File: src/rtl/call_stack.sv
// Hardware return-address stack for call/return instructions.
// The top entry is presented combinationally as the return target, and overflow/underflow are sticky error flags.
module call_stack #(
    parameter int DEPTH = 8,
    parameter int AW    = 12
) (
    input  logic                       clk,
    input  logic                       rst_n,
    input  logic                       push,
    input  logic                       pop,
    input  logic [AW-1:0]              push_addr,
    input  logic                       err_clr,
    output logic [AW-1:0]              stk0,
    output logic [$clog2(DEPTH):0]     count,
    output logic                       empty,
    output logic                       full,
    output logic                       ovf,
    output logic                       unf
);

    localparam int IW  = $clog2(DEPTH);
    localparam int SPW = IW + 1;

    logic [AW-1:0]  entry_q [DEPTH];
    logic [SPW-1:0] sp_q, sp_d;
    logic           ovf_q, ovf_d;
    logic           unf_q, unf_d;

    logic           wr_en;
    logic [IW-1:0]  wr_idx;
    logic [SPW-1:0] sp_m1;
    logic [IW-1:0]  top_idx;

    assign empty   = (sp_q == '0);
    assign full    = (sp_q == SPW'(DEPTH));
    assign sp_m1   = sp_q - SPW'(1);
    assign top_idx = sp_m1[IW-1:0];

    always_comb begin
        sp_d   = sp_q;
        ovf_d  = ovf_q & ~err_clr;
        unf_d  = unf_q & ~err_clr;
        wr_en  = 1'b0;
        wr_idx = sp_q[IW-1:0];
        if (push && pop) begin
            // Simultaneous call and return replaces the top; on an empty stack it is a plain push.
            wr_en = 1'b1;
            if (empty) begin
                wr_idx = '0;
                sp_d   = SPW'(1);
            end else begin
                wr_idx = top_idx;
            end
        end else if (push) begin
            if (full) begin
                ovf_d = 1'b1;
            end else begin
                wr_en = 1'b1;
                sp_d  = sp_q + SPW'(1);
            end
        end else if (pop) begin
            if (empty) begin
                unf_d = 1'b1;
            end else begin
                sp_d = sp_m1;
            end
        end
    end

    always_ff @(posedge clk or negedge rst_n) begin
        if (!rst_n) begin
            sp_q  <= '0;
            ovf_q <= 1'b0;
            unf_q <= 1'b0;
        end else begin
            sp_q  <= sp_d;
            ovf_q <= ovf_d;
            unf_q <= unf_d;
        end
    end

    // Storage is left unreset; entries at or above sp are never observed.
    always_ff @(posedge clk) begin
        if (wr_en) begin
            entry_q[wr_idx] <= push_addr;
        end
    end

    assign stk0  = empty ? '0 : entry_q[top_idx];
    assign count = sp_q;
    assign ovf   = ovf_q;
    assign unf   = unf_q;

endmodule
File: config.mk
export PLATFORM = sky130hd
export DESIGN_NAME = call_stack
export DESIGN_NICKNAME = d
export VERILOG_FILES = /design/src/rtl/call_stack.sv
export SDC_FILE = /design/constraint.sdc
export NUM_CORES = 1
export LEC_CHECK = 0
export CORE_MARGIN = 1
export CORE_UTILIZATION = 57
export CTS_CLUSTER_SIZE = 16
export DETAILED_ROUTE_END_ITERATION = 12
export PLACE_DENSITY = 0.84
export SETUP_SLACK_MARGIN = 0.02
export SLEW_MARGIN = 20
export SYNTH_ARGS = -nofsm -noshare
export SYNTH_HDL_FRONTEND = slang
export SYNTH_SLANG_ARGS = --single-unit
File: constraint.sdc
create_clock -name clk -period 4 [get_ports clk]
set_clock_uncertainty 0.1 [all_clocks]
set_input_delay 1.2 -clock clk [delete_from_list [all_inputs] [get_ports clk]]
set_output_delay 1.2 -clock clk [all_outputs]
set_load 0.05 [all_outputs]
### Yosys cells after proc, flatten, opt, wreduce, memory -nomap -nowiden

Memory sizes are Yosys's and may differ from the RTL's.
Cells that the tools add are included.

| storage, ports and cells | value |
|---|---|
| bits in registers | 6 |
| bits in writable memories | 96 |
| input bits | 17 |
| output and inout port bits | 20 |
| logic and storage cells | 38 |
| memories kept | 1 |

Memories:

| name | depth | width | read ports | clocked after Yosys merged registers in | write ports | line | source |
|---|---|---|---|---|---|---|---|
| entry_q | 8 | 12 | 1 | 0 | 1 | 24 | `logic [AW-1:0] entry_q [DEPTH];` |

| cells by class | value |
|---|---|
| add/subtract/negate cells | 2 |
| equality and inequality tests | 4 |
| mux-type cells | 21 |
| bitwise operators | 3 |
| reduce and logical (&&, ||, !) cells | 4 |

Operator list:

| cell | number |
|---|---|
| $mux W4 | 6 |
| $mux W1 | 12 |
| $mux W12 | 1 |
| $mux W3 | 2 |
| $ne A3 B2 Y1 const B | 2 |
| $add A4 B1 Y4 const B | 1 |
| $eq A4 B4 Y1 const B | 1 |
| $logic_not A4 Y1 | 1 |
| $reduce_and A4 Y1 | 1 |
| $sub A4 B1 Y4 const B | 1 |
| $reduce_bool A3 Y1 | 1 |
| $and A1 B1 Y1 | 2 |
| $ne A2 B2 Y1 const B | 1 |
| $logic_and A1 B1 Y1 | 1 |
| $not A1 Y1 | 1 |

### Logic depth before layout (Yosys ltp)

| logic depth | value |
|---|---|
| depth in word-level cells | 6 |
| depth in mapped cells | 10 |
| depth with buffers taken out | 7 |

### Worst setup path after synthesis

No wires, ideal clock.

| timing path | value |
|---|---|
| path type | reg-to-output |
| from | register sp_q[0] (netlist: count[0]) |
| to | output port stk0[0] |
| arrival time | 2888 ps |
| required time | 2700 ps |
| path slack | -188 ps |
| stages on the path, launching flop included | 11 |
| buffers on the path | 5 |
| cells stage by stage | dfrtp_1 buf_6 buf_6 buf_6 inv_1 ha_1 buf_2 buf_2 mux4_2 inv_1 o22ai_1 |

| between the ends | value |
|---|---|
| cells in the longest elaborated chain, start to end | 3 |
| elaborated cells between the ends (all ways) | 4 |
| classes of those cells | add/sub: 1; mux: 1; reduce/logical: 1; memory: 1 |

Ends and longest elaborated chain:

| element | line | source |
|---|---|---|
| from (decl) | 25 | `logic [SPW-1:0] sp_q, sp_d;` |
| from (signal assigned) | 76 | `sp_q <= sp_d;` |
| $sub A4 B1 Y4 | 36 | `assign sp_m1 = sp_q - SPW'(1);` |
| $mem_v2 Z8 W12 | -- |  |
| $mux W12 (*) | 89 | `assign stk0 = empty ? '0 : entry_q[top_idx];` |
| to (decl) | 13 | `output logic [AW-1:0] stk0,` |

Every way passes the cells marked *; elsewhere a longest branch is shown, timed or not.

### Worst setup path after layout

| timing path | value |
|---|---|
| from | register sp_q[1] (netlist: count[1]) |
| to | output port stk0[10] |

The elaborated chain is that of the path after synthesis.

==> results.txt <==
Ant diodes: 0
GP Congestion: 0.7893
Post-synth cell types: 34
Largest net degree at the start of global routing: 28
Core outline area: 7214 um2
Clock tree buffer depth: 2
Fin util: 70.14%
Final WS setup: 0.2708 ns
DRC violations left: 0
Area delta synth->final: 19.22%
CTS root buf: clkbuf_8
Worst Path Arrival: 2.43 ns
Critical path cell sequence: inv_1, ha_1, nor2b_1, nor3_1, a21oi_1, buf_4, o22ai_1, buf_4
Final hold viol count: 0
Status: finished, final reports clean
Netlist Area Pre-Place: 4244 um2
Synth Register Bits: 102
Share of the synthesized area in the top cell type: 67.92%
Final WL: 8003 um
Die Ht: 88.29 um
Final antenna-violating net count: 0
Clock sinks: 102
Synth warn: 0
Syn Area/Cell: 17.32 um2
WP buf/inv: 3
Critical Path RT: 2.70 ns
Nets@finish: 316
GR Util All Layers: 22.71%
Max Slew Vio Count: 0
Fin area: 5060 um2
Die area: 7795 um2
Num CTS Buffers: 9
Hold Buf Count CTS: 0
Seq/Total Area, Yosys: 71.46%
First-pass GRT wire length: 12190 um
Critical setup path kind: reg -> out
Worst-Skew Late Latency: 0.35 ns
CP most frequent cell: buf_4
Post-synth ARST share: 5.882%
Final worst path period need: 3.729 ns
Period utilization: 93.23%
Reg2Reg Depth: 8
Slew @ Worst Pin: 0.4978 ns
Hpwl dp: 5282 um
Slowest stage delay, CP: 0.49 ns
DP Worst Slack: 0.4429 ns
Area contributors post-synth: edfxtp_1 (68%), mux4_2 (13%), dfrtp_1 (3.5%), inv_1 (2.7%), o22ai_1 (1.9%)
Hold path depth: 2
Top Family by Delay on Critical Path: buffers and inverters
Clock slew at reported path FFs: 0.09 ns
Drt pass-1 iters: 5
Vias per cell: 5.840
Row cnt: 31
Post-synth top area cell: edfxtp_1
CP Depth: 8
Synth Instances: 245
Placed Area: 4815 um2
# resized after CTS: 0
Post-synth EDFFs: 96
Initial antenna violation count: 0
Count leader, synth: edfxtp_1
Initial Util: 58.83%
DRT iter0 DRCs: 132
CTS tree: done
Unrepaired setup endpoints after global routing: false
WHS: 0.4339 ns
Maximum level of the CTS H-tree: 3
Total number of vias: 2336
Worst Setup End Kind: output pin
Remaining Overflow, GRT: 0
Synth cell count leaders: edfxtp_1 (96), inv_1 (30), mux4_2 (24)
Setup violators final: 0
Die X: 88.29 um
Slowest CP cell: dfrtp_1
Share of cells above drive strength 1: 29.57%
Max FO, Critical Path: 9
Post-synth top flop: edfxtp_1
Hold Crit Class: reg -> reg
Peak Freq: 268.2 MHz
Relative slew slack: 66.71%
# Post-CTS Setup Buffers: 0
I/O Pins: 37
Vias in the first global route: 2305
DR WL/cell: 20.01 um
Max-cap violation count: 0
Number of I/O port buffers: 36
Post-Synthesis Net Count: 265
Startpoint Class: register
[cell type report]
class / count / area (um2)
repair buffers: 52 / 447.9
clock inverters: 7 / 121.4
well taps: 99 / 123.9
fillers: 476 / 2155
clock buffers: 9 / 123.9
multi-input cells: 100 / 1087
flip-flops and latches: 102 / 3034
inverters: 31 / 121.4
[path summary, 6_finish.rpt]
| kind | start | end | slack [ns] |
|---|---|---|---|
| hold / removal | unf$_DFF_PN0_ | unf$_DFF_PN0_ | 0.43 |
| hold reg to reg | unf$_DFF_PN0_ | unf$_DFF_PN0_ | 0.43 |
| min in group asynchronous | rst_n | count[3]$_DFFE_PN0P_ | 0.98 |
| setup reg to reg | count[1]$_DFFE_PN0P_ | entry_q[6][10]$_DFFE_PP_ | 1.32 |
| setup / recovery | count[1]$_DFFE_PN0P_ | stk0[10] | 0.27 |
| max in group asynchronous | rst_n | count[0]$_DFFE_PN0P_ | 2.58 |
[logic make-up after synthesis]
| family | count (synthesis) | share of synthesized area [%] |
|---|---|---|
| AO/OA/AOI/OAI | 32 | 4.923 |
| XOR/XNOR | 1 | 0.2064 |
| adder cells (fa/ha/maj) | 3 | 0.8845 |
| buffers and inverters | 43 | 4.746 |
| flip-flops | 102 | 71.46 |
| multiplexers | 25 | 13.00 |
| AND/OR/NAND/NOR | 39 | 4.776 |
[worst reg2reg max path, delay by kind of cell (launching register included)]
family	cells	cell delay (ns)
fa+ha+maj	1	0.28
buf+inv	3	0.49
flops	1	0.49
compound gates	1	0.25
simple gates	3	0.78
[metal layers]
| layer | global-route usage (%) | up-vias | wire length (um) |
|---|---|---|---|
| met5 | 0 | - | 0 |
| met3 | 3.918 | 15 | 388 |
| met1 | 32.67 | 1176 | 3502 |
| li1 | - | 1055 | - |
| met2 | 34.83 | 90 | 3945 |
| met4 | 10.12 | 0 | 167 |
[stage by stage]
step | TNS [ns] | cells
final | 0 | 400
after global placement | 0 | 384
after CTS | 0 | 400
after floorplan | -1.102 | 245
after detailed placement | 0 | 384
after global routing | 0 | 400
[cell usage in the layout (no fill, tap or decap), drive strengths merged, types with 6 or more instances in the layout]
| cell | instances |
|---|---|
| o22ai | 13 |
| buf | 29 |
| mux4 | 24 |
| nor2 | 9 |
| nand2 | 7 |
| dfrtp | 6 |
| inv | 31 |
| clkbuf | 9 |
| clkdlybuf4s50 | 23 |
| nor3 | 13 |
| a21oi | 8 |
| edfxtp | 96 |
[registers in the layout (all words and copies together), names as in the netlist]
register	cells
count	4
ovf	1
entry_q	96
unf	1
Power is left out: the tool's default activity adds up to more than one toggle a clock period on the data nets, which glitch-free logic cannot reach.
